## src/rtl/pong_game_ctrl_if.sv

```systemverilog
// Signal bundle between the pong game sequencer and its surroundings
// (vga_timing pacing, paddle sources, draw stages).
// Timing contract: inputs are sampled on every rising clk edge. Outputs are registered.
// Outputs change only on the edge that follows a vblnk_in rise, or on a start/reset edge.
interface pong_game_ctrl_if;
  logic        vblnk_in;
  logic        start;
  logic [10:0] paddle_l_y;
  logic [10:0] paddle_r_y;
  logic [10:0] ball_x;
  logic [10:0] ball_y;
  logic [3:0]  score_l;
  logic [3:0]  score_r;
  logic [2:0]  state;
  logic        game_over;

  modport master (
    output vblnk_in, start, paddle_l_y, paddle_r_y,
    input  ball_x, ball_y, score_l, score_r, state, game_over
  );

  modport slave (
    input  vblnk_in, start, paddle_l_y, paddle_r_y,
    output ball_x, ball_y, score_l, score_r, state, game_over
  );
endinterface

```

## src/rtl/pong_game_ctrl.sv

```systemverilog
// Frame-rate pong sequencer: owns ball position/direction, scores and the game FSM,
// and advances one step per video frame (rising edge of vblnk_in).
module pong_game_ctrl #(
  parameter int HOR_PIXELS   = 800,
  parameter int VER_PIXELS   = 600,
  parameter int BALL_SIZE    = 16,
  parameter int PADDLE_W     = 16,
  parameter int PADDLE_H     = 96,
  parameter int PADDLE_X_L   = 32,
  parameter int PADDLE_X_R   = 752,
  parameter int BALL_SPEED   = 4,
  parameter int SERVE_FRAMES = 60,
  parameter int WIN_SCORE    = 9
) (
  input logic             clk,
  input logic             rst,
  pong_game_ctrl_if.slave bus
);

  typedef enum logic [2:0] {
    S_IDLE      = 3'd0,
    S_SERVE     = 3'd1,
    S_PLAY      = 3'd2,
    S_POINT     = 3'd3,
    S_GAME_OVER = 3'd4
  } state_t;

  localparam int          CNT_W  = $clog2(SERVE_FRAMES + 1);
  localparam logic [10:0] X_CTR  = 11'((HOR_PIXELS - BALL_SIZE) / 2);
  localparam logic [10:0] Y_CTR  = 11'((VER_PIXELS - BALL_SIZE) / 2);
  localparam logic [11:0] X_MAX  = 12'(HOR_PIXELS - BALL_SIZE);
  localparam logic [11:0] Y_MAX  = 12'(VER_PIXELS - BALL_SIZE);
  localparam logic [11:0] SPEED  = 12'(BALL_SPEED);
  localparam logic [11:0] SIZE   = 12'(BALL_SIZE);
  localparam logic [11:0] PAD_H  = 12'(PADDLE_H);
  localparam logic [11:0] FACE_L = 12'(PADDLE_X_L + PADDLE_W);
  localparam logic [11:0] FACE_R = 12'(PADDLE_X_R);
  localparam logic [3:0]  WIN    = 4'(WIN_SCORE);
  localparam logic [CNT_W-1:0] CNT_LAST = CNT_W'(SERVE_FRAMES - 1);

  state_t           state_q, state_n;
  logic [10:0]      x_q, x_n, y_q, y_n;
  logic             dx_q, dx_n;  // 1 = moving right
  logic             dy_q, dy_n;  // 1 = moving down
  logic [3:0]       sl_q, sl_n, sr_q, sr_n;
  logic [CNT_W-1:0] cnt_q, cnt_n;
  logic             go_q, go_n;
  logic             vblnk_d;
  logic             tick;

  assign tick = bus.vblnk_in & ~vblnk_d;

  // Geometry is evaluated in 12 bits so sums near the screen edge never wrap.
  logic [11:0] bx, by, pl, pr;
  logic        ovl_l, ovl_r, hit_l, hit_r, miss_l, miss_r;

  assign bx = {1'b0, x_q};
  assign by = {1'b0, y_q};
  assign pl = {1'b0, bus.paddle_l_y};
  assign pr = {1'b0, bus.paddle_r_y};

  assign ovl_l  = (by + SIZE > pl) && (by < pl + PAD_H);
  assign ovl_r  = (by + SIZE > pr) && (by < pr + PAD_H);
  assign hit_l  = ~dx_q && (bx >= FACE_L) && (bx <= FACE_L + SPEED) && ovl_l;
  assign hit_r  = dx_q && (bx + SIZE <= FACE_R) && (bx + SIZE + SPEED >= FACE_R) && ovl_r;
  assign miss_l = ~dx_q && ~hit_l && (bx < SPEED);
  assign miss_r = dx_q && ~hit_r && (bx + SPEED > X_MAX);

  logic [10:0] y_play;
  logic        dy_play;

  always_comb begin
    y_play  = y_q;
    dy_play = dy_q;
    if (!dy_q && (by <= SPEED)) begin
      y_play  = '0;
      dy_play = 1'b1;
    end else if (dy_q && (by + SPEED >= Y_MAX)) begin
      y_play  = Y_MAX[10:0];
      dy_play = 1'b0;
    end else if (dy_q) begin
      y_play  = 11'(by + SPEED);
    end else begin
      y_play  = 11'(by - SPEED);
    end
  end

  function automatic logic [3:0] bump(input logic [3:0] s);
    return (s >= WIN) ? s : s + 4'd1;
  endfunction

  always_comb begin
    state_n = state_q;
    x_n     = x_q;
    y_n     = y_q;
    dx_n    = dx_q;
    dy_n    = dy_q;
    sl_n    = sl_q;
    sr_n    = sr_q;
    cnt_n   = cnt_q;
    unique case (state_q)
      S_IDLE: begin
        if (bus.start) begin
          state_n = S_SERVE;
          cnt_n   = '0;
        end
      end
      S_SERVE: begin
        if (tick) begin
          if (cnt_q == CNT_LAST) begin
            state_n = S_PLAY;
            cnt_n   = '0;
          end else begin
            cnt_n = cnt_q + CNT_W'(1);
          end
        end
      end
      S_PLAY: begin
        if (tick) begin
          y_n  = y_play;
          dy_n = dy_play;
          if (hit_l) begin
            x_n  = FACE_L[10:0];
            dx_n = 1'b1;
          end else if (hit_r) begin
            x_n  = 11'(FACE_R - SIZE);
            dx_n = 1'b0;
          end else if (miss_l) begin
            x_n     = '0;
            sr_n    = bump(sr_q);
            dx_n    = 1'b0;
            state_n = S_POINT;
          end else if (miss_r) begin
            x_n     = X_MAX[10:0];
            sl_n    = bump(sl_q);
            dx_n    = 1'b1;
            state_n = S_POINT;
          end else if (dx_q) begin
            x_n = 11'(bx + SPEED);
          end else begin
            x_n = 11'(bx - SPEED);
          end
        end
      end
      S_POINT: begin
        // Ball stays at the edge for one frame; serve direction was set on the miss.
        if (tick) begin
          if ((sl_q == WIN) || (sr_q == WIN)) begin
            state_n = S_GAME_OVER;
          end else begin
            x_n     = X_CTR;
            y_n     = Y_CTR;
            cnt_n   = '0;
            state_n = S_SERVE;
          end
        end
      end
      S_GAME_OVER: begin
        if (bus.start) begin
          sl_n    = '0;
          sr_n    = '0;
          x_n     = X_CTR;
          y_n     = Y_CTR;
          dx_n    = 1'b1;
          dy_n    = 1'b1;
          cnt_n   = '0;
          state_n = S_SERVE;
        end
      end
      default: state_n = S_IDLE;
    endcase
    go_n = (state_n == S_GAME_OVER);
  end

  always_ff @(posedge clk) begin
    if (!rst) begin
      state_q <= S_IDLE;
      x_q     <= X_CTR;
      y_q     <= Y_CTR;
      dx_q    <= 1'b1;
      dy_q    <= 1'b1;
      sl_q    <= '0;
      sr_q    <= '0;
      cnt_q   <= '0;
      go_q    <= 1'b0;
      vblnk_d <= 1'b0;
    end else begin
      state_q <= state_n;
      x_q     <= x_n;
      y_q     <= y_n;
      dx_q    <= dx_n;
      dy_q    <= dy_n;
      sl_q    <= sl_n;
      sr_q    <= sr_n;
      cnt_q   <= cnt_n;
      go_q    <= go_n;
      vblnk_d <= bus.vblnk_in;
    end
  end

  assign bus.ball_x    = x_q;
  assign bus.ball_y    = y_q;
  assign bus.score_l   = sl_q;
  assign bus.score_r   = sr_q;
  assign bus.state     = state_q;
  assign bus.game_over = go_q;

endmodule

```

## src/flat_wrapper.sv

```systemverilog
// flat-port wrapper written by rule: the top's interface ports become plain ports
module pong_game_ctrl_flat 
#(
  parameter int HOR_PIXELS   = 800,
  parameter int VER_PIXELS   = 600,
  parameter int BALL_SIZE    = 16,
  parameter int PADDLE_W     = 16,
  parameter int PADDLE_H     = 96,
  parameter int PADDLE_X_L   = 32,
  parameter int PADDLE_X_R   = 752,
  parameter int BALL_SPEED   = 4,
  parameter int SERVE_FRAMES = 60,
  parameter int WIN_SCORE    = 9
)
  (clk, rst, bus_vblnk_in, bus_start, bus_paddle_l_y, bus_paddle_r_y, bus_ball_x, bus_ball_y, bus_score_l, bus_score_r, bus_state, bus_game_over);
  pong_game_ctrl_if bus_i ();
  input logic clk;
  input logic rst;
  input wire logic [$bits(bus_i.vblnk_in)-1:0] bus_vblnk_in;
  input wire logic [$bits(bus_i.start)-1:0] bus_start;
  input wire logic [$bits(bus_i.paddle_l_y)-1:0] bus_paddle_l_y;
  input wire logic [$bits(bus_i.paddle_r_y)-1:0] bus_paddle_r_y;
  output wire logic [$bits(bus_i.ball_x)-1:0] bus_ball_x;
  output wire logic [$bits(bus_i.ball_y)-1:0] bus_ball_y;
  output wire logic [$bits(bus_i.score_l)-1:0] bus_score_l;
  output wire logic [$bits(bus_i.score_r)-1:0] bus_score_r;
  output wire logic [$bits(bus_i.state)-1:0] bus_state;
  output wire logic [$bits(bus_i.game_over)-1:0] bus_game_over;
  assign bus_i.vblnk_in = bus_vblnk_in;
  assign bus_i.start = bus_start;
  assign bus_i.paddle_l_y = bus_paddle_l_y;
  assign bus_i.paddle_r_y = bus_paddle_r_y;
  assign bus_ball_x = bus_i.ball_x;
  assign bus_ball_y = bus_i.ball_y;
  assign bus_score_l = bus_i.score_l;
  assign bus_score_r = bus_i.score_r;
  assign bus_state = bus_i.state;
  assign bus_game_over = bus_i.game_over;
  pong_game_ctrl #(.HOR_PIXELS(HOR_PIXELS), .VER_PIXELS(VER_PIXELS), .BALL_SIZE(BALL_SIZE), .PADDLE_W(PADDLE_W), .PADDLE_H(PADDLE_H), .PADDLE_X_L(PADDLE_X_L), .PADDLE_X_R(PADDLE_X_R), .BALL_SPEED(BALL_SPEED), .SERVE_FRAMES(SERVE_FRAMES), .WIN_SCORE(WIN_SCORE)) u_core (.clk(clk), .rst(rst), .bus(bus_i));
endmodule
```

## config.mk

```make
export PLATFORM = sky130hd
export DESIGN_NAME = pong_game_ctrl_flat
export DESIGN_NICKNAME = d
export VERILOG_FILES = /design/src/rtl/pong_game_ctrl_if.sv /design/src/rtl/pong_game_ctrl.sv /design/src/flat_wrapper.sv
export SDC_FILE = /design/constraint.sdc
export NUM_CORES = 1
export LEC_CHECK = 0
export ABC_AREA = 1
export BUFFER_PORTS_ARGS = -buffer_cell sky130_fd_sc_hd__buf_2
export CAP_MARGIN = 10
export CORE_ASPECT_RATIO = 0.8
export CORE_UTILIZATION = 31
export DETAILED_ROUTE_END_ITERATION = 8
export GPL_TIMING_DRIVEN = 0
export PLACE_DENSITY = 0.53
export SLEW_MARGIN = 5
export SYNTH_ARGS = -nofsm -noshare
export SYNTH_HDL_FRONTEND = slang
export SYNTH_SLANG_ARGS = --single-unit
```

## constraint.sdc

```tcl
create_clock -name clk -period 3.6 [get_ports clk]
set_clock_uncertainty 0.1 [all_clocks]
set_input_delay 0.36 -clock clk [delete_from_list [all_inputs] [get_ports clk]]
set_output_delay 0.36 -clock clk [all_outputs]
set_load 0.005 [all_outputs]
```

# [Word level (Yosys, flattened, before mapping)]
# Cells that the tools add are included.
[totals] reg_bits=43 output_inout_bits=34
[classes] add_sub_neg=12 order_cmp=14 eq_ne=23 mux=60 bitwise=5 reduce_logical=27
[ops] cell="$mux 11" count=16
[ops] cell="$pmux 11 s3" count=2
[ops] cell="$mux 4" count=12
[ops] cell="$mux 3" count=10
[ops] cell="$mux 6" count=5
[ops] cell="$add 11x3->12 const B" count=2
[ops] cell="$add 11x5->12 const B" count=2
[ops] cell="$add 11x7->12 const B" count=2
[ops] cell="$ge 12x10->1 const B" count=2
[ops] cell="$gt 12x11->1" count=2
[ops] cell="$lt 11x12->1" count=2
[ops] cell="$sub 11x3->11 const B" count=2
[ops] cell="$pmux 6 s3" count=1
[ops] cell="$pmux 4 s2" count=2
[ops] cell="$logic_and 1x1->1" count=14
[ops] cell="$ne 2x2->1 const B" count=7
[ops] cell="$add 12x3->12 const B" count=1
[ops] cell="$gt 12x10->1 const B" count=1
[ops] cell="$le 12x10->1 const B" count=1
[ops] cell="$ne 2x1->1 const B" count=6
[ops] cell="$pmux 3 s4" count=1
[ops] cell="$ge 11x6->1 const B" count=1
[ops] cell="$le 11x3->1 const B" count=1
[ops] cell="$le 11x6->1 const B" count=1
[ops] cell="other kinds (25)" count=45

# [Depth between registers and ports, before layout]
# Gate-level depths: netlist of run 1.
[logic_depth] word_depth=15 ltp_mapped=21

# [Worst setup path after synthesis of run 1]
# No wires, ideal clock.
[synth_path] kind="input-to-reg" startpoint="in bus_paddle_l_y[5]" endpoint="reg u_core.dx_q" arrival_time_ns=2.366 path_slack_ns=1.002 path_stages=19 path_cell_list="inv_1 > ha_1 > nor2_1 > inv_1 > o21ai_0 > o21ai_0 > ha_1 > a21o_1 > nand3_1 > nand2_1 > inv_1 > nand2_1 > nor2_2 > nand4_2 > nand2_2 > buf_6 > nand3_1 > nand3_1 > nand3_1"
[synth_between] elab_chain_cells=12
[synth_rtl] element="start: declaration" line_no="flat_wrapper.sv:21" rtl="input wire logic [$bits(bus_i.paddle_l_y)-1:0] bus_paddle_l_y;"
[synth_rtl] element="$add 11x7->12" line_no="pong_game_ctrl.sv:62" rtl="assign ovl_l = (by + SIZE > pl) && (by < pl + PAD_H);"
[synth_rtl] element="$lt 11x12->1" line_no="pong_game_ctrl.sv:62"
[synth_rtl] element="$logic_and 1x1->1 *" line_no="pong_game_ctrl.sv:62"
[synth_rtl] element="$logic_and 1x1->1 *" line_no="pong_game_ctrl.sv:64" rtl="assign hit_l = ~dx_q && (bx >= FACE_L) && (bx <= FACE_L + SPEED) && ovl_l;"
[synth_rtl] element="$not 1->1" line_no="pong_game_ctrl.sv:66" rtl="assign miss_l = ~dx_q && ~hit_l && (bx < SPEED);"
[synth_rtl] element="$logic_and 1x1->1 (2 in series)" line_no="pong_game_ctrl.sv:66"
[synth_rtl] element="$mux 1" line_no="pong_game_ctrl.sv:128" rtl="end else if (miss_l) begin"
[synth_rtl] element="$mux 1" line_no="pong_game_ctrl.sv:125" rtl="end else if (hit_r) begin"
[synth_rtl] element="$mux 1" line_no="pong_game_ctrl.sv:122" rtl="if (hit_l) begin"
[synth_rtl] element="$mux 1" line_no="pong_game_ctrl.sv:119" rtl="if (tick) begin"
[synth_rtl] element="$pmux 1 s2" line_no="pong_game_ctrl.sv:101" rtl="unique case (state_q)"
[synth_rtl] element="end signal: assignment" line_no="pong_game_ctrl.sv:191" rtl="dx_q <= dx_n;"
[synth_rtl] element="end: declaration" line_no="pong_game_ctrl.sv:43" rtl="logic dx_q, dx_n;"
# Mark *: on every way between the ends. The rest lies on a longest branch, timed or not. The select of a mux whose other input is x is not followed.
# A chain may end at the register's enable or synchronous reset.

# [Worst setup path after layout of run 1]
[layout_path] startpoint="reg u_core.y_q[4] (netlist: u_core.bus.ball_y[4])" endpoint="reg u_core.x_q[10] (netlist: u_core.bus.ball_x[10])"
[layout_between] elab_chain_cells=13
[layout_rtl] element="start: declaration" line_no="pong_game_ctrl.sv:42" rtl="logic [10:0] x_q, x_n, y_q, y_n;"
[layout_rtl] element="start signal: assignment" line_no="pong_game_ctrl.sv:190" rtl="y_q <= y_n;"
[layout_rtl] element="$add 11x5->12" line_no="pong_game_ctrl.sv:62, pong_game_ctrl.sv:63"
[layout_rtl] element="$gt 12x11->1" line_no="pong_game_ctrl.sv:63" rtl="assign ovl_r = (by + SIZE > pr) && (by < pr + PAD_H);"
[layout_rtl] element="$logic_and 1x1->1" line_no="pong_game_ctrl.sv:63"
[layout_rtl] element="$logic_and 1x1->1" line_no="pong_game_ctrl.sv:65" rtl="assign hit_r = dx_q && (bx + SIZE <= FACE_R) && (bx + SIZE + SPEED >= FACE_R) && ovl_r;"
[layout_rtl] element="$not 1->1" line_no="pong_game_ctrl.sv:67" rtl="assign miss_r = dx_q && ~hit_r && (bx + SPEED > X_MAX);"
[layout_rtl] element="$logic_and 1x1->1 (2 in series)" line_no="pong_game_ctrl.sv:67"
[layout_rtl] element="$mux 11" line_no="pong_game_ctrl.sv:133" rtl="end else if (miss_r) begin"
[layout_rtl] element="$mux 11" line_no="pong_game_ctrl.sv:128"
[layout_rtl] element="$mux 11" line_no="pong_game_ctrl.sv:125"
[layout_rtl] element="$mux 11 *" line_no="pong_game_ctrl.sv:122"
[layout_rtl] element="$mux 11 *" line_no="pong_game_ctrl.sv:119"
[layout_rtl] element="$pmux 11 s3 *" line_no="pong_game_ctrl.sv:101"
[layout_rtl] element="end signal: assignment" line_no="pong_game_ctrl.sv:189" rtl="x_q <= x_n;"
[layout_rtl] element="end: declaration" line_no="pong_game_ctrl.sv:42"
# Marked as above.

==> metrics.txt, run 1 <==
result of the run complete, no violations; detailed-route wire length around 13,000 µm; R2R Setup Slk around 390 ps; Via-to-Cell Ratio 4.73; CORE AREA between 10,000 and 15,000 µm²; detailed placer's ending HPWL 10,300 µm; net switching power 0.000249 W; count of input and output buffers 55; Fmax achieved 0.311 GHz; cell types with the largest area share after synthesis dfxtp_1, nand2_1, ha_1; required time reported for the critical path endpoint between 3000 and 4000 ps; Starting DRT DRC Count roughly 320; antenna violation net count after detailed routing 0; switching part of the total 24.7%; Pwr Density 193 nW/µm²; number of gates resized after cts 0; Setup WS post-layout around 390 ps; area occupied by registers approximately 800 µm²; synth-to-layout area growth 14.5%; arrival time at the worst endpoint between 3000 and 4000 ps; antenna cells 0; Chip Height approximately 110 µm; fraction of the cycle the final worst path needs 89.3%; synthesized netlist cell count 734; effective utilization at floorplan a little under a third; NumNets Final 879; number of buffers inserted during clock tree synthesis 5; footprint of the multi-input gates approximately 3200 µm²; Remaining DRCs 0; clock transition at the registers of the reported paths 60 ps; sequential share of the synthesized area 17.1%; hold path startpoint bus_vblnk_in; post-route standard cell area excluding fillers 5220 µm²; deepest clock path buffer count 2; post-detailed-route wirelength per cell 12.9 µm; number of sinks on the clock net 39; Netlist Area Pre-Place between 4000 and 5000 µm²; type of the worst setup path register to register; RD Place Congestion a little under 0.9; Maximum Capacitance Violations 0; total power consumption of the routed design 0.00101 W; post-synthesis area per instance 6.22 µm²; layout filler cell count 1,635; total congestion overflow 0; DIE AREA 15,200 µm²; Root Buffer Master clkbuf_16; number of hold buffers added after CTS 0; most common library cells after synthesis nand2_1, inv_1, ha_1, nor2_1, nand3_1; r2r endpoint u_core.bus.ball_x[10]; pin count of the biggest net entering global routing 12; final-report setup violation count 0; most frequent cell after synthesis nand2_1; worst IR drop on VDD ~170 µV; worst-skew pair later-pin latency 280 ps; number of cells traversed by the worst register-to-register path 16; relative contribution of combinational cells to total power a little over an eighth; endpoint of the worst hold-timing path u_core.vblnk_d; clock network power share 43.0%; Top Ports 60; routed via count 4,645; TritonCTS clock tree built; initial antenna violation count 0; pre-CTS worst setup slack 412 ps; via count of the first global-routing pass 4,148; crit path launch type register; share of synthesized flip-flops with an asynchronous set or reset 0%; standard-cell row count 39; leakage power of the design 2.67 nW; first-pass iteration count of the detailed router 6; number of enable-type register cells in the synthesized netlist 0; buffers inserted by post-CTS timing repair 0; total internal power 0.000759 W; portion of synthesized cell area occupied by the leading cell type 17.1%; Placement Cell Area 5080 µm²; commonest register cell after synthesis dfxtp_1; Yosys Warn Count 0; Reg2Reg Launch Point u_core.bus.ball_y[4]; Post-Route Setup TNS 0 ps; share of power burned in registers 43.6%; Hold WC Path Type input port to register; unrepaired setup endpoints after global routing false; Critical Path End Type register; layout cell share with drive strength beyond 1 15.5%; Crit Path Max Fanout 9; Tmin final ~3200 ps; number of cells on the worst hold path 3; number of different library cells in the post-synthesis netlist 44; transition time at the pin with the least slew margin 769 ps; Final Max Slew Viols 0; largest area contributor in the synthesized netlist dfxtp_1; Total Routing Usage GR between 15 and 20%; final hold viol count 0; width of the die 138 µm; post-synthesis register bit count 39; slew margin rel. 48.2%; number of H-tree levels 2; wire length of the first global-routing pass 21,200 µm
registers in the layout, summed over array words and instances (netlist names):
| register | count |
|---|---|
| u_core.dx_q | 1 |
| u_core.bus.ball_x | 9 |
| u_core.vblnk_d | 1 |
| u_core.bus.state | 3 |
| u_core.bus.score_l | 4 |
| u_core.dy_q | 1 |
| u_core.cnt_q | 6 |
| u_core.bus.ball_y | 9 |
| u_core.bus.score_r | 4 |
| u_core.bus.game_over | 1 |
worst max-delay path by stage:
stage / from / end / depth (start not counted)
4_1_cts: u_core.bus.ball_y[4] / u_core.bus.ball_x[10] / 16
2_1_floorplan: bus_paddle_l_y[5] / u_core.dx_q / 19
6_report: u_core.bus.ball_y[4] / u_core.bus.ball_x[10] / 16
5_1_grt: u_core.bus.ball_y[4] / u_core.bus.ball_x[10] / 16
3_3_place_gp: u_core.bus.ball_y[4] / u_core.bus.ball_x[10] / 14
3_5_place_dp: u_core.bus.ball_y[4] / u_core.bus.ball_x[10] / 16
critical path, stage by stage (launching register included):
cell,delay [ps]
dfxtp_1,640
ha_1,290
nand2_1,110
nor2_1,120
xor2_1,330
ha_1,300
nand2_1,90
inv_1,60
nand3_1,100
nor2_1,50
nor2_1,80
nand2_1,100
nand4_2,130
nand2_2,90
nor2_1,260
nand4_1,130
a21oi_1,140
final cells by class:
cell class                      count  area share (%)
Buffer                             17            2.42
Clock buffer                        6            2.66
Clock inverter                      1          0.0958
Inverter                          119            8.55
Multi-Input combinational cell    562            61.7
Sequential cell                    39            14.9
Tap cell                          184            4.41
Timing Repair Buffer               55            5.27
cell usage in the layout, fill, tap and decap left out, types with 3 or more instances in the layout:
master / n
inv_2: 9
a31oi_1: 8
conb_1: 4
ha_1: 54
o21ai_1: 5
nand2_1: 193
nand4_1: 25
buf_6: 4
nor3b_1: 4
nand3_1: 51
clkbuf_16: 5
buf_4: 8
nor2_4: 5
buf_2: 56
o211ai_1: 4
nor2_2: 8
a21oi_1: 45
inv_1: 109
clkbuf_1: 3
o21ai_0: 28
dfxtp_1: 39
nand2_2: 11
xnor2_1: 4
nor2_1: 54
nor3_1: 12
a21o_1: 4
or2_2: 4
nand3_2: 3
xor2_1: 22
power by group through the flow:
stage | Combinational (W) | Sequential, W | Clock, W
2_1_floorplan | 0.0000949 | 0.000448 | 0
3_3_place_gp | 0.000136 | 0.000448 | 0
3_5_place_dp | 0.000137 | 0.000448 | 0
4_1_cts | 0.000137 | 0.000439 | 0.000444
5_1_grt | 0.000161 | 0.000439 | 0.000465
6_report | 0.000136 | 0.000439 | 0.000433
stage by stage:
stage | std cells | utilization, % | hold WS [ps]
2_1_floorplan | 737 | - | 350
3_3_place_gp | 976 | 35.4 | 375
3_5_place_dp | 976 | 35.4 | 379
4_1_cts | 983 | 36.4 | 202
5_1_grt | 983 | 36.4 | 209
6_report | 983 | 36.4 | 205
kinds of logic (layout without fill, tap and decap cells):
logic type                 count (synthesis)  count (layout)  share of synthesized area (%)
AOI/OAI and AO/OA                        103             103                           12.9
xor gates and xnor gates                  26              26                           4.99
adders and majority gates                 54              54                           14.8
buffers and inverters                    136             198                           12.6
DFF                                       39              39                           17.1
other                                      1               4                         0.0822
and+or+nand+nor                          375             375                           37.5
routing by layer:
layer  vias to the layer above  part of all wire (%)  global-route usage (%)
met2                        96                    39                    24.2
met1                      2046                    56                    28.0
met5                         -                     0                       0
li1                       2499                     -                       -
met4                         0                  0.32                    2.05
met3                         4                   4.5                    2.57
No activity file was read; power rests on OpenSTA's default activity.
==> inputs of run 2 (changes only) <==
--- a/config.mk
+++ b/config.mk
@@ -9,10 +9,11 @@
 export BUFFER_PORTS_ARGS = -buffer_cell sky130_fd_sc_hd__buf_2
 export CAP_MARGIN = 10
 export CORE_ASPECT_RATIO = 0.8
+export CORE_MARGIN = 2
 export CORE_UTILIZATION = 31
 export DETAILED_ROUTE_END_ITERATION = 8
 export GPL_TIMING_DRIVEN = 0
-export PLACE_DENSITY = 0.53
+export PLACE_DENSITY = 0.54
 export SLEW_MARGIN = 5
 export SYNTH_ARGS = -nofsm -noshare
 export SYNTH_HDL_FRONTEND = slang
==> constraint.sdc (replaced) <==
create_clock -name clk -period 3 [get_ports clk]
set_clock_uncertainty 0.1 [all_clocks]
set_input_delay 0.3 -clock clk [delete_from_list [all_inputs] [get_ports clk]]
set_output_delay 0.3 -clock clk [all_outputs]
set_load 0.005 [all_outputs]
==> metrics.txt, run 2 (synthesis results as in run 1) <==
routed via count 4,671; first-pass iteration count of the detailed router 5; NumNets Final 886; switching part of the total 23.9%; number of H-tree levels 2; Hold WC Path Type input port to register; master of the slowest instance on the critical path dfxtp_2; worst IR drop on VDD 227 µV; sequence of cells on the critical path buf_4, nand2_1, inv_1, nand2_1, nor2_2, xor2_2, buf_4, ha_4, nand3_1, nor2_1, nand2_1, nand2_2, nand4_4, nand2_4, buf_8, nand3_1, nand3_1, nand3_1; Maximum Capacitance Violations 0; leakage power of the design 2.72 nW; count of input and output buffers 55; Tmin final 2780 ps; pin count of the biggest net entering global routing 13; worst-skew pair later-pin latency 280 ps; result of the run complete, no violations; slew margin rel. 49.3%; width of the die 140 µm; total power consumption of the routed design ~0.0013 W; type of the worst setup path register to register; final hold viol count 0; commonest cells after routing, fill and taps aside nand2_1, inv_1, buf_2; Final Max Slew Viols 0; crit path launch type register; required time reported for the critical path endpoint 3040 ps; initial antenna violation count 0; Starting DRT DRC Count 327; Pwr Density ~240 nW/µm²; Top Ports 60; relative contribution of combinational cells to total power 12.6%; synth-to-layout area growth 18.2%; net switching power 0.000313 W; category of cells accounting for the largest share of critical-path delay simple AND/OR/NAND/NOR gates; total congestion overflow 0; antenna cells 0; CORE AREA 14,300 µm²; commonest non-fill, non-tap cell in the layout nand2_1; total internal power 0.000998 W; number of hold buffers added after CTS 0; post-detailed-route wirelength per cell 12.9 µm; effective utilization at floorplan 31.8%; Chip Height 113 µm; share of power burned in registers 40.0%; detailed placer's ending HPWL 10,200 µm; via count of the first global-routing pass 4,304; critical path's most frequent cell nand3_1; core occupancy in the finished layout 37.6%; TritonCTS clock tree built; detailed-route wire length 12,700 µm; standard-cell row count 39; transition time at the pin with the least slew margin 752 ps; RD Place Congestion 0.840; Post-Route Setup TNS 0 ps; fraction of the cycle the final worst path needs 92.8%; R2R Setup Slk 220 ps; Critical Path End Type register; clock network power share 47.4%; Crit Path Max Fanout 10; arrival time at the worst endpoint ~2800 ps; pre-CTS worst setup slack -143 ps; Root Buffer Master clkbuf_16; final-report setup violation count 0; Fmax achieved 0.359 GHz; Via-to-Cell Ratio 4.71; clock transition at the registers of the reported paths 60 ps; Total Routing Usage GR 16.5%; wire length of the first global-routing pass 21,500 µm; crit path buf inv count 4; Setup WS post-layout 216 ps; DIE AREA 15,700 µm²; number of sinks on the clock net 39; Placement Cell Area 5080 µm²; deepest clock path buffer count 2; antenna violation net count after detailed routing 0; biggest cell delay along the critical path ~370 ps; layout cell share with drive strength beyond 1 approximately 18%; Remaining DRCs 0; number of buffers inserted during clock tree synthesis 5; post-route standard cell area excluding fillers about 5400 µm²
==> run 2: final cells by class <==
cell class                      count  area [µm²]
Clock buffer                        6         139
Multi-Input combinational cell    562        3300
Buffer                             16         119
Clock inverter                      2        35.0
Tap cell                          184         230
Timing Repair Buffer               63         335
Inverter                          119         447
Fill cell                        1604        8950
Sequential cell                    39         795
==> run 2: per-stage QoR <==
stage	hold WS [ps]	instances
after floorplan	293	737
after global placement	378	976
after detailed placement	377	976
after CTS	114	984
after global routing	121	991
final	118	991
==> run 2: worst reg2reg max path, cell delays in order (launching register included) <==
cell	delay, ps
dfxtp_2	370
buf_4	180
nand2_1	90
inv_1	120
nand2_1	80
nor2_2	150
xor2_2	100
buf_4	160
ha_4	290
nand3_1	100
nor2_1	100
nand2_1	60
nand2_2	100
nand4_4	120
nand2_4	140
buf_8	130
nand3_1	100
nand3_1	80
nand3_1	70
==> run 2: path summary, 6_finish.rpt <==
| check | startpoint | endpoint | cells after the start |
|---|---|---|---|
| max | u_core.bus.ball_y[7] | u_core.dx_q | 18 |
| min | bus_vblnk_in | u_core.vblnk_d | 3 |
| max reg2reg | u_core.bus.ball_y[7] | u_core.dx_q | 18 |
| min reg2reg | u_core.cnt_q[2] | u_core.cnt_q[2] | 2 |
==> run 2: metal layers <==
metal  vias up  GRT usage [%]  part of all wire [%]
met5         -              0                     0
met4         0           2.53                  0.48
met3         5           2.05                   4.3
met2        95           23.9                    40
met1      2053           26.4                    56
li1       2518              -                     -
==> run 2: power groups by stage <==
stage	registers (W)	logic [W]	clock network, W
3_5_place_dp	0.000538	0.000164	0
4_1_cts	0.000527	0.000165	0.000638
5_1_grt	0.000524	0.000192	0.000668
6_report	0.000524	0.000166	0.000621
3_3_place_gp	0.000538	0.000163	0
2_1_floorplan	0.000537	0.000114	0
==> run 2: what timing repair did <==
item | in CTS | in global routing
pin swaps | 0 | 4
gates resized for setup | 2 | 21
setup endpoints to repair | 16 | 19
buffers inserted | 0 | 8
==> inputs of run 3 (changes only) <==
--- a/config.mk
+++ b/config.mk
@@ -8,12 +8,14 @@
 export ABC_AREA = 1
 export BUFFER_PORTS_ARGS = -buffer_cell sky130_fd_sc_hd__buf_2
 export CAP_MARGIN = 10
+export CELL_PAD_IN_SITES_DETAIL_PLACEMENT = 0
+export CELL_PAD_IN_SITES_GLOBAL_PLACEMENT = 1
 export CORE_ASPECT_RATIO = 0.8
 export CORE_MARGIN = 2
-export CORE_UTILIZATION = 31
+export CORE_UTILIZATION = 41
 export DETAILED_ROUTE_END_ITERATION = 8
 export GPL_TIMING_DRIVEN = 0
-export PLACE_DENSITY = 0.54
+export PLACE_DENSITY = 0.87
 export SLEW_MARGIN = 5
 export SYNTH_ARGS = -nofsm -noshare
 export SYNTH_HDL_FRONTEND = slang
==> metrics.txt, run 3 (synthesis results as in run 1) <==
result of the run complete, no violations; R2R Setup Slk about 170 ps; net switching power 0.000350 W; number of buffers inserted during clock tree synthesis 5; layout cell share with drive strength beyond 1 18.5%; Hold WC Path Type input port to register; clock transition at the registers of the reported paths 70 ps; deepest clock path buffer count 2; worst-skew pair later-pin latency slightly below 300 ps; crit path launch type register; Total Routing Usage GR 21.7%; number of sinks on the clock net 39; standard-cell row count 34; wire length of the first global-routing pass 21,200 µm; type of the worst setup path register to register; Pwr Density 262 nW/µm²; antenna cells 0; fraction of the cycle the final worst path needs between 90% and 100%; Setup WS post-layout approximately 170 ps; required time reported for the critical path endpoint 3060 ps; final hold viol count 0; NumNets Final 888; Crit Path Max Fanout 10; commonest non-fill, non-tap cell in the layout nand2_1; TritonCTS clock tree built; number of cells on the worst hold path 3; Tmin final 2830 ps; relative contribution of combinational cells to total power 11.8%; Top Ports 60; number of H-tree levels 2; Maximum Capacitance Violations 0; worst IR drop on VDD 224 µV; Placed Instances approximately 940; transition time at the pin with the least slew margin 789 ps; slew margin rel. 46.9%; Via-to-Cell Ratio 5.12; Reg2Reg Launch Point u_core.bus.ball_y[4]; share of power burned in registers 36.9%; count of input and output buffers 55; DIE AREA about 12,000 µm²; Fmax achieved 0.353 GHz; Root Buffer Master clkbuf_16; post-detailed-route wirelength per cell 13.4 µm; antenna violation net count after detailed routing 0; RD Place Congestion 0.948; CORE AREA 10,800 µm²; post-route non-filler standard cell count 953; effective utilization at floorplan 42.1%; leakage power of the design 2.75 nW; synth-to-layout area growth 18.3%; number of cells traversed by the worst register-to-register path 18; clock network power share 51.3%; Chip Height between 90 and 100 µm; total internal power 0.00107 W; detailed placer's ending HPWL around 10,000 µm; Starting DRT DRC Count 354; pre-CTS worst setup slack -158 ps; width of the die 122 µm; hold path startpoint bus_vblnk_in; total congestion overflow 0; detailed-route wire length 12,800 µm; commonest cells after routing, fill and taps aside nand2_1, inv_1, buf_2; initial antenna violation count 0; r2r endpoint u_core.bus.ball_x[3]; first-pass iteration count of the detailed router 7; Critical Path End Type register; switching part of the total 24.7%; layout filler cell count 1,158; Final Max Slew Viols 0; arrival time at the worst endpoint 2890 ps; via count of the first global-routing pass roughly 4,400; endpoint of the worst hold-timing path u_core.vblnk_d; pin count of the biggest net entering global routing 15; Remaining DRCs 0; final-report setup violation count 0; routed via count 4,876
[run 3: changes by cell type in the layout (fill, tap and decap cells not counted), sizes merged]
cell | before | now
inv | 118 | 119
buf | 75 | 77
clkbuf | 10 | 9
bufinv | 1 | 2
clkinv | 2 | 1
[run 3: cell type report]
class	count	area (µm²)	area share, %
well taps	144	180	3.34
clock buffers	5	125	2.32
repair buffers	64	343	6.35
plain buffers	17	126	2.34
flip-flops and latches	39	797	14.8
inverters	119	447	8.27
clock inverters	3	71.3	1.32
multi-input cells	562	3310	61.3
[run 3: power groups by stage]
stage / logic [W] / clock network, W / registers [W]
floorplan: 0.000114 / 0 / 0.000537
detailed placement: 0.000163 / 0 / 0.000538
finish: 0.000167 / 0.000727 / 0.000522
global placement: 0.000157 / 0 / 0.000538
global route: 0.000195 / 0.000751 / 0.000523
CTS: 0.000164 / 0.000736 / 0.000526
[run 3: metal layers]
| layer | track usage [%] | up-vias | wire, µm |
|---|---|---|---|
| met2 | 32.1 | 160 | 5300 |
| met1 | 33.3 | 2196 | 6530 |
| li1 | - | 2509 | - |
| met3 | 3.27 | 11 | 848 |
| met4 | 3.80 | 0 | 104 |
| met5 | 0 | - | 0 |
[run 3: worst max-delay path: stages, from the launching register on]
cell     delay [ps]
dfxtp_4         410
ha_2            210
nand2_1         110
nor2_2          150
xor2_2          260
ha_1            280
nand2_1         100
inv_1            70
nand3_1         110
nor2_1           50
nor2_1           80
nand2_1         120
nand4_4         140
nand2_4          80
buf_6           150
nand4_1          80
nand2_1          80
nand2_1          70
nand2_1          50
[run 3: what timing repair did]
item / 4_1_cts / 5_1_grt
setup buffers: 0 / 9
resized for setup: 5 / 20
hold buffers: 0 / 0
cloned: 0 / 0
setup endpoints to repair: 19 / 19
pin swaps: 0 / 4
[run 3: worst max-delay path by stage]
stage	start	endpoint
final	u_core.bus.ball_y[4]	u_core.bus.ball_x[3]
after global routing	u_core.bus.ball_y[4]	u_core.bus.ball_x[8]
after CTS	u_core.bus.ball_y[4]	u_core.bus.ball_x[8]
after detailed placement	u_core.bus.ball_y[4]	u_core.bus.ball_x[10]
after global placement	u_core.bus.ball_y[4]	u_core.bus.ball_x[10]
after floorplan	bus_paddle_l_y[5]	u_core.dx_q
[run 3: per-stage QoR]
step | TNS, ps | power, W | util (%) | hold slack [ps] | instance area, µm²
after global routing | -56.3 | 0.00147 | 49.8 | 162 | 5400
after floorplan | 0 | 0.000651 | - | 293 | 4570
after detailed placement | -1450 | 0.000701 | 46.4 | 374 | 5030
after global placement | -668 | 0.000695 | 46.4 | 367 | 5030
final | 0 | 0.00142 | 49.8 | 124 | 5400
after CTS | 0 | 0.00143 | 48.3 | 117 | 5240
